===== src/rtl/pulse_sync_pkg.sv =====
`default_nettype none
// ------------------------------------------------------------------------
// pulse_sync_pkg: shared constants and helpers for the multi-channel pulse synchronizer
// Revision: 1.0
// ------------------------------------------------------------------------
package pulse_sync_pkg;

  localparam int EDGE_TOGGLE     = 0;
  localparam int EDGE_RISE       = 1;
  localparam int SYNC_STAGES_MIN = 2;

  // ceil(log2(n)), never below 1 so a single channel still has a 1-bit index
  function automatic int clog2_min1(input int n);
    int r;
    r = 0;
    for (int i = 0; i < 32; i++) begin
      if ((1 << i) < n) r = i + 1;
    end
    return (r < 1) ? 1 : r;
  endfunction

endpackage
`default_nettype wire


===== src/rtl/cdc_sync_bit.sv =====
`default_nettype none
// ------------------------------------------------------------------------
// cdc_sync_bit: one-bit multi-flop synchronizer with synchronous active-high reset
// Revision: 1.0
// ------------------------------------------------------------------------
module cdc_sync_bit
  import pulse_sync_pkg::*;
#(
  parameter int STAGES = 2
) (
  input  logic clk,
  input  logic rst,
  input  logic d,
  output logic q
);

  // A chain shorter than two flops gives no metastability protection
  localparam int DEPTH = (STAGES < SYNC_STAGES_MIN) ? SYNC_STAGES_MIN : STAGES;

  logic [DEPTH-1:0] sync_q;
  logic [DEPTH-1:0] sync_d;

  always_comb begin
    sync_d = {sync_q[DEPTH-2:0], d};
  end

  always_ff @(posedge clk) begin
    if (rst) begin
      sync_q <= '0;
    end else begin
      sync_q <= sync_d;
    end
  end

  assign q = sync_q[DEPTH-1];

endmodule
`default_nettype wire


===== src/rtl/pulse_sync_mc_rx.sv =====
`default_nettype none
// ------------------------------------------------------------------------
// pulse_sync_mc_rx: per-channel toggle sync, pending counters and round-robin event port; option PSYNC_GLITCH_FILTER_EN
// Revision: 1.0
// ------------------------------------------------------------------------
module pulse_sync_mc_rx
  import pulse_sync_pkg::*;
#(
  parameter int NUM_CH      = 4,
  parameter int SYNC_STAGES = 2,
  parameter int CNT_W       = 3,
  parameter int EDGE_MODE   = EDGE_TOGGLE,
  parameter int CH_W        = clog2_min1(NUM_CH)
) (
  input  logic              clk,
  input  logic              rst,
  input  logic [NUM_CH-1:0] tgl_in,
  output logic [NUM_CH-1:0] ack_out,
  output logic              evt_vld,
  input  logic              evt_rdy,
  output logic [CH_W-1:0]   evt_ch,
  output logic [NUM_CH-1:0] ovf,
  input  logic              ovf_clr
);

  localparam logic [CNT_W-1:0] CNT_MAX = '1;

  logic [NUM_CH-1:0] sync_lvl;
  logic [NUM_CH-1:0] prev_q;
  logic [NUM_CH-1:0] prev_d;
  logic [NUM_CH-1:0] edge_det;

  logic [CNT_W-1:0]  cnt_q [NUM_CH];
  logic [CNT_W-1:0]  cnt_d [NUM_CH];
  logic [NUM_CH-1:0] dec;
  logic [NUM_CH-1:0] ovf_q;
  logic [NUM_CH-1:0] ovf_d;

  logic              load;
  logic              grant_vld;
  logic [CH_W-1:0]   grant_ch;
  int                idx;
  logic [CH_W-1:0]   ptr_q;
  logic [CH_W-1:0]   ptr_d;
  logic              evt_vld_q;
  logic              evt_vld_d;
  logic [CH_W-1:0]   evt_ch_q;
  logic [CH_W-1:0]   evt_ch_d;

  generate
    for (genvar i = 0; i < NUM_CH; i++) begin : g_sync
      cdc_sync_bit #(
        .STAGES (SYNC_STAGES)
      ) u_sync (
        .clk (clk),
        .rst (rst),
        .d   (tgl_in[i]),
        .q   (sync_lvl[i])
      );
    end
  endgenerate

`ifdef PSYNC_GLITCH_FILTER_EN
  logic [NUM_CH-1:0] filt_q;
  logic [NUM_CH-1:0] filt_d;

  // A level is accepted once it has been stable for two samples; otherwise keep the last accepted level
  always_comb begin
    filt_d  = sync_lvl;
    ack_out = prev_q;
    for (int i = 0; i < NUM_CH; i++) begin
      if (sync_lvl[i] == filt_q[i]) ack_out[i] = sync_lvl[i];
    end
  end

  always_ff @(posedge clk) begin
    if (rst) begin
      filt_q <= '0;
    end else begin
      filt_q <= filt_d;
    end
  end
`else
  assign ack_out = sync_lvl;
`endif

  always_comb begin
    prev_d = ack_out;
    if (EDGE_MODE == EDGE_RISE) begin
      edge_det = ack_out & ~prev_q;
    end else begin
      edge_det = ack_out ^ prev_q;
    end
  end

  // Round-robin search from ptr; descending loop so the smallest offset wins
  always_comb begin
    load      = !evt_vld_q || evt_rdy;
    grant_vld = 1'b0;
    grant_ch  = '0;
    idx       = 0;
    for (int k = NUM_CH - 1; k >= 0; k--) begin
      idx = (int'(ptr_q) + k) % NUM_CH;
      if (cnt_q[idx] != '0) begin
        grant_vld = 1'b1;
        grant_ch  = CH_W'(idx);
      end
    end
  end

  always_comb begin
    ptr_d     = ptr_q;
    evt_vld_d = evt_vld_q;
    evt_ch_d  = evt_ch_q;
    if (load) begin
      evt_vld_d = grant_vld;
      if (grant_vld) begin
        evt_ch_d = grant_ch;
        ptr_d    = (int'(grant_ch) == NUM_CH - 1) ? '0 : grant_ch + CH_W'(1);
      end
    end
  end

  always_comb begin
    ovf_d = ovf_clr ? '0 : ovf_q;
    for (int i = 0; i < NUM_CH; i++) begin
      cnt_d[i] = cnt_q[i];
      dec[i]   = load && grant_vld && (int'(grant_ch) == i);
      if (edge_det[i] && !dec[i]) begin
        if (cnt_q[i] == CNT_MAX) begin
          ovf_d[i] = 1'b1;
        end else begin
          cnt_d[i] = cnt_q[i] + CNT_W'(1);
        end
      end else if (!edge_det[i] && dec[i]) begin
        cnt_d[i] = cnt_q[i] - CNT_W'(1);
      end
    end
  end

  always_ff @(posedge clk) begin
    if (rst) begin
      prev_q    <= '0;
      ovf_q     <= '0;
      ptr_q     <= '0;
      evt_vld_q <= 1'b0;
      evt_ch_q  <= '0;
      for (int i = 0; i < NUM_CH; i++) cnt_q[i] <= '0;
    end else begin
      prev_q    <= prev_d;
      ovf_q     <= ovf_d;
      ptr_q     <= ptr_d;
      evt_vld_q <= evt_vld_d;
      evt_ch_q  <= evt_ch_d;
      for (int i = 0; i < NUM_CH; i++) cnt_q[i] <= cnt_d[i];
    end
  end

  assign evt_vld = evt_vld_q;
  assign evt_ch  = evt_ch_q;
  assign ovf     = ovf_q;

endmodule
`default_nettype wire


===== config.mk =====
export PLATFORM = sky130hd
export DESIGN_NAME = pulse_sync_mc_rx
export DESIGN_NICKNAME = d
export VERILOG_FILES = /design/src/rtl/pulse_sync_pkg.sv /design/src/rtl/cdc_sync_bit.sv /design/src/rtl/pulse_sync_mc_rx.sv
export SDC_FILE = /design/constraint.sdc
export NUM_CORES = 1
export LEC_CHECK = 0
export CAP_MARGIN = 20
export CORE_MARGIN = 2
export CORE_UTILIZATION = 30
export CTS_BUF_LIST = sky130_fd_sc_hd__clkbuf_4 sky130_fd_sc_hd__clkbuf_8 sky130_fd_sc_hd__clkbuf_16
export CTS_CLUSTER_SIZE = 30
export DETAILED_ROUTE_END_ITERATION = 12
export PLACE_DENSITY_LB_ADDON = 0.1
export SLEW_MARGIN = 10
export SYNTH_ARGS = -nofsm -noshare
export SYNTH_HDL_FRONTEND = slang
export SYNTH_SLANG_ARGS = --single-unit

===== constraint.sdc =====
create_clock -name clk -period 11.6 [get_ports clk]
set_input_delay 2.32 -clock clk [delete_from_list [all_inputs] [get_ports clk]]
set_output_delay 2.32 -clock clk [all_outputs]
set_load 0.005 [all_outputs]

==> reports/qor.yml <==
status: "completed"
ys_ff_latch: 39
relSlewSlack: 0.3864
hp-class: "reg2reg"
combPwrFrac: 0.583
timing_worst_slew_pin_value_ns: 0.9170
seqPwrFrac: 0.283
critPathArrivalTime_ns: 4.98
routed_wl_um: 5833
drv_cap: 0
avgSynthCellArea_um2: 8.618
post-cts-setup-buffers: 0
synthTopCellsByCount: "dfxtp_1 (39), buf_4 (33), nor2_1 (23), nand2_1 (22), nor2b_1 (18)"
netlist_instances: 313
critPathLaunchType: "input pin"
synth_area_leader_cell: "dfxtp_1"
rsz0062_at_grt: "no"
critPathRequiredTime_ns: 11.77
drt-initial-drc-count: 52
critPathKind: "in2reg"
row_count: 34
final_antenna_net_count: 0
num_vias: 2130
internal_power_uw: 379.6
cts_tree: "built"
swShare: 0.4526
antenna_found_initial: 0
finalCriticalPeriod_ns: 4.809
numPortBuffers: 48
vdd_drop_max_mv: 0.05609
via_per_inst: 4.919
hold_slack_ns: 0.4438
synthToLayoutAreaGrowth_pct: 15.77
core_area_um2: 8721
seq_area_frac_synth: 0.2894
yosys-top-cells-area: "dfxtp_1 (29%), buf_4 (9.2%), ha_1 (5.6%)"
synth_nets: 334
wl_per_cell_um: 13.47
first_pass_iters: 4
fin_util: 0.3581
hold_buffers: 0
drive_gt1_frac: 0.08615
diodes: 0
p_sw_uw: 313.8
die-area_um2: 9766
root_buffer: "clkbuf_8"
first_global_vias: 2023
grt_max_degree: 65
clk_latency_ns: 0.28
p_leak_uw: 0.001189
fmax_mhz: 207.9
crit_fanout: 11
netlist_area_um2: 2698
async_reset_ff_frac: 0
synth_edf_count: 0
gp_congestion: 0.7818
drc: 0
post-route-period-util: 0.4146
ys_warn_count: 0
grt_pass1_wl_um: 10150
grtUsageTotal: 0.1239
yosysMostFrequentCell: "dfxtp_1"
cts_resized: 0
io_pins: 49
synth_top_area_frac: 0.2894
hpwl_um: 4147
clk_path_buf_depth: 2
worstSetupEndpointType: "register"
path_clk_slew_ns: 0.07
grt-ovfl-total: 0
report.final.slew_viol_count: 0
cts_buffers: 5
h-tree-depth: 2
start_util: 0.3093
die_x_um: 98.83
pwr-share-clk: 0.134
finalSetupViolations: 0
nets: 345
ys.flop_type: "dfxtp_1"
dieHeight_um: 98.83
clock-sinks: 39
hold_viol: 0
fin_tns_setup_ns: 0
synth_cell_types: 52
fin_skew_ns: 0.003770
power_density_nw_per_um2: 222.0
state kept, by name (all words and copies together), names as in the netlist, named ones only:
register              cells
cnt_q                    12
prev_q                    4
ptr_q                     5
evt_vld                   1
evt_ch                    3
ovf                       4
g_sync.u_sync.sync_q      8
power by group through the flow:
stage | clock [µW] | combinational [µW] | sequential (µW)
detailed placement | 0 | 407 | 200
floorplan | 0 | 323 | 186
CTS | 98.4 | 408 | 197
finish | 92.7 | 404 | 196
global placement | 0 | 400 | 200
global route | 103 | 459 | 203
worst max-delay path, stage by stage:
cell	delay [ns]
clkdlybuf4s50_1	0.46
nor2b_1	0.06
nor2_1	0.71
o211ai_2	0.35
nand2_1	0.19
xor2_1	0.08
ha_1	0.20
and3_1	0.14
mux2i_1	0.15
mux2_1	0.33
area by class of cell:
| cell class | instances | area, µm² |
|---|---|---|
| inverter | 5 | 18.77 |
| timing repair buffer | 49 | 495.5 |
| clock inverter | 1 | 5.005 |
| sequential | 39 | 780.7 |
| multi-input combinational | 224 | 1604 |
| fill | 906 | 5598 |
| clock buffer | 7 | 83.83 |
| tap | 108 | 135.1 |
path summary, 6_finish.rpt:
check	slack [ns]	start	depth (start not counted)	endpoint
hold / removal	0.44	g_sync[0].u_sync.sync_q[0]$_SDFF_PP0_	1	g_sync[0].u_sync.sync_q[1]$_SDFF_PP0_
setup / recovery	6.79	evt_rdy	10	cnt_q[2][2]$_SDFFE_PP0P_
setup reg to reg	7.31	ptr_q[0]$_SDFFE_PP0P_	13	cnt_q[0][2]$_SDFFE_PP0P_
hold reg to reg	0.44	g_sync[0].u_sync.sync_q[0]$_SDFF_PP0_	1	g_sync[0].u_sync.sync_q[1]$_SDFF_PP0_
cells in the final DEF (no fill, tap or decap), types with 2 or more instances in the layout:
cell / instances
a211oi_1: 5
a21oi_1: 6
and2_1: 4
and3_1: 4
and3b_1: 3
clkbuf_4: 2
clkbuf_8: 5
clkdlybuf4s50_1: 47
dfxtp_1: 39
ha_1: 12
inv_1: 5
mux2_1: 4
mux2i_1: 4
mux4_2: 3
nand2_1: 22
nand2b_1: 5
nand3_1: 8
nand3b_1: 3
nor2_1: 23
nor2b_1: 18
nor3_1: 15
nor3b_1: 9
nor4_1: 3
nor4b_1: 3
o2111ai_1: 2
o211ai_1: 3
o211ai_2: 3
o21ai_0: 13
o21bai_1: 6
o311ai_1: 2
o31ai_1: 4
or3_1: 5
or3_4: 2
or3b_2: 4
xnor2_1: 4
xor2_1: 7
stage by stage:
stage | cell area (µm²) | cells | worst slack [ns] | power [µW]
2_1_floorplan | 2698 | 313 | 7.452 | 509.2
3_3_place_gp | 3014 | 424 | 6.500 | 600.0
3_5_place_dp | 3014 | 424 | 6.448 | 606.3
4_1_cts | 3103 | 432 | 6.765 | 703.4
5_1_grt | 3123 | 433 | 6.507 | 765.7
6_report | 3123 | 433 | 6.791 | 693.5
kinds of logic (layout without fill, tap and decap cells):
logic type,count (synthesis),after routing,share of synthesized area
AND/OR/NAND/NOR,136,136,0.2848
AO/OA/AOI/OAI,53,53,0.1545
buffers and inverters,50,62,0.1160
flip-flops,39,39,0.2894
adder cells (fa/ha/maj),13,13,0.06308
XOR/XNOR,11,11,0.03571
multiplexers,11,11,0.05658
routing by layer:
| metal | up-vias | GRT usage | part of all wire |
|---|---|---|---|
| met3 | 5 | 0.02128 | 0.021 |
| met4 | 0 | 0.02845 | 0.0094 |
| met1 | 991 | 0.1780 | 0.51 |
| met2 | 27 | 0.1944 | 0.46 |
| li1 | 1107 | - | - |
| met5 | - | 0 | 0 |
No activity file was read; power rests on OpenSTA's default activity.
==> edit (config.mk and constraints unchanged) <==
`SYNC_STAGES_MIN`: 2 -> 4.
--- a/src/rtl/pulse_sync_pkg.sv
+++ b/src/rtl/pulse_sync_pkg.sv
@@ -7,7 +7,7 @@
 
   localparam int EDGE_TOGGLE     = 0;
   localparam int EDGE_RISE       = 1;
-  localparam int SYNC_STAGES_MIN = 2;
+  localparam int SYNC_STAGES_MIN = 4;
 
   // ceil(log2(n)), never below 1 so a single channel still has a 1-bit index
   function automatic int clog2_min1(input int n);
Function: changed (a bounded check fails within 4 cycles, from zero or initial values and one cycle with rst high).
==> edit against the unedited design <==
  * Count of clock-buffer cells in the layout shrank 2
  * Via count shrank 8.9%
  * Die area grew 0.71%
  * Total power grew 39%
  * Global-route usage shrank 0.76 points
  * Synthesized area grew 0.74%
  * Setup slack gained 0.35 ns
  * Clock power grew 35%
  * Maximum frequency grew 7.8%
  * Routed wire length shrank 5.9%
  * Design area grew 0.64%
  * Sequential cell count grew 8
  * First-iteration DRC count grew 5.8%
  * Critical endpoint is now cnt_q[3][2]$_SDFFE_PP0P_
  * Largest cell class unchanged
==> edit: results (changes against the unedited design) <==
<table>
<tr><th>Metric</th><th>Value</th></tr>
<tr><th colspan="2">Worst hold path</th></tr>
<tr><td>Launch point of the worst hold path</td><td>g_sync[1].u_sync.sync_q[0]$_SDFF_PP0_ (was g_sync[0].u_sync.sync_q[0]$_SDFF_PP0_)</td></tr>
<tr><th colspan="2">Yosys</th></tr>
<tr><td>Distinct cell type count of the synthesized netlist</td><td>51 (was 52)</td></tr>
<tr><td>Synth top area share</td><td>0.346 (was 0.289)</td></tr>
<tr><td>Avg Inst Size Synth</td><td>9.31 µm² (was 8.62 µm²)</td></tr>
<tr><td>Sequential-to-total area share from yosys stat</td><td>0.346 (was 0.289)</td></tr>
<tr><th colspan="2">STA</th></tr>
<tr><td>Final setup slack of the worst path</td><td>7.14 ns (was 6.79 ns)</td></tr>
<tr><td>Slew @ Worst Pin</td><td>0.850 ns (was 0.917 ns)</td></tr>
<tr><th colspan="2">Critical path</th></tr>
<tr><td>FF-to-FF setup slack</td><td>7.43 ns (was 7.31 ns)</td></tr>
<tr><td>Peak fanout along the critical path</td><td>18 (was 11)</td></tr>
<tr><td>Worst Path Arrival</td><td>4.65 ns (was 4.98 ns)</td></tr>
<tr><th colspan="2">Routing</th></tr>
<tr><td>Count of routing violations after the opening detailed-route iteration</td><td>55 (was 52)</td></tr>
<tr><td>Amount of wire on met2 after detailed routing</td><td>2560 µm (was 2660 µm)</td></tr>
<tr><th colspan="2">Power and ir drop</th></tr>
<tr><td>Pleak</td><td>0.00122 µW (was 0.00119 µW)</td></tr>
<tr><td>Worst supply voltage drop on vdd</td><td>0.0000771 V (was 0.0000561 V)</td></tr>
<tr><td>Clock net power</td><td>125 µW (was 92.7 µW)</td></tr>
<tr><th colspan="2">Placed design</th></tr>
<tr><td>Weighted congestion reported at the end of routability-driven placement</td><td>0.814 (was 0.782)</td></tr>
<tr><td>Worst Setup Slack post-DPL</td><td>6.82 ns (was 6.45 ns)</td></tr>
<tr><th colspan="2">Global route</th></tr>
<tr><td>Combined global-route utilization of all metal layers</td><td>0.116 (was 0.124)</td></tr>
<tr><td>Grt met3 use</td><td>0.0239 (was 0.0213)</td></tr>
<tr><th colspan="2">Run status</th></tr>
<tr><td>Outcome</td><td>complete, no violations (unchanged)</td></tr>
</table>
==> edit: layout make-up <==
type	count	area, µm²
well taps	108	135
inverters	13	48.8
flip-flops and latches	47	941
clock inverters	3	47.5
clock buffers	5	68.8
multi-input cells	187	1410
repair buffers	50	490
fillers	904	5620
==> edit: kinds of logic after synthesis <==
logic type	count (synthesis)	synth area share
AND/OR/NAND/NOR	99	0.192
buffers and inverters	58	0.134
flip-flops	47	0.346
AO/OA/AOI/OAI	39	0.116
multiplexers	26	0.116
adder cells (fa/ha/maj)	13	0.0626
XOR/XNOR	10	0.0322
==> edit: critical path: stages <==
cell and delay [ns]:
clkdlybuf4s50_1 0.45, inv_1 0.05, a21oi_2 0.12, buf_4 0.23, and3_1 0.39, nor2_1 0.11
xnor2_1 0.14, ha_1 0.19, nor2_1 0.08, nand2_1 0.05, mux2i_1 0.16, mux2_1 0.33
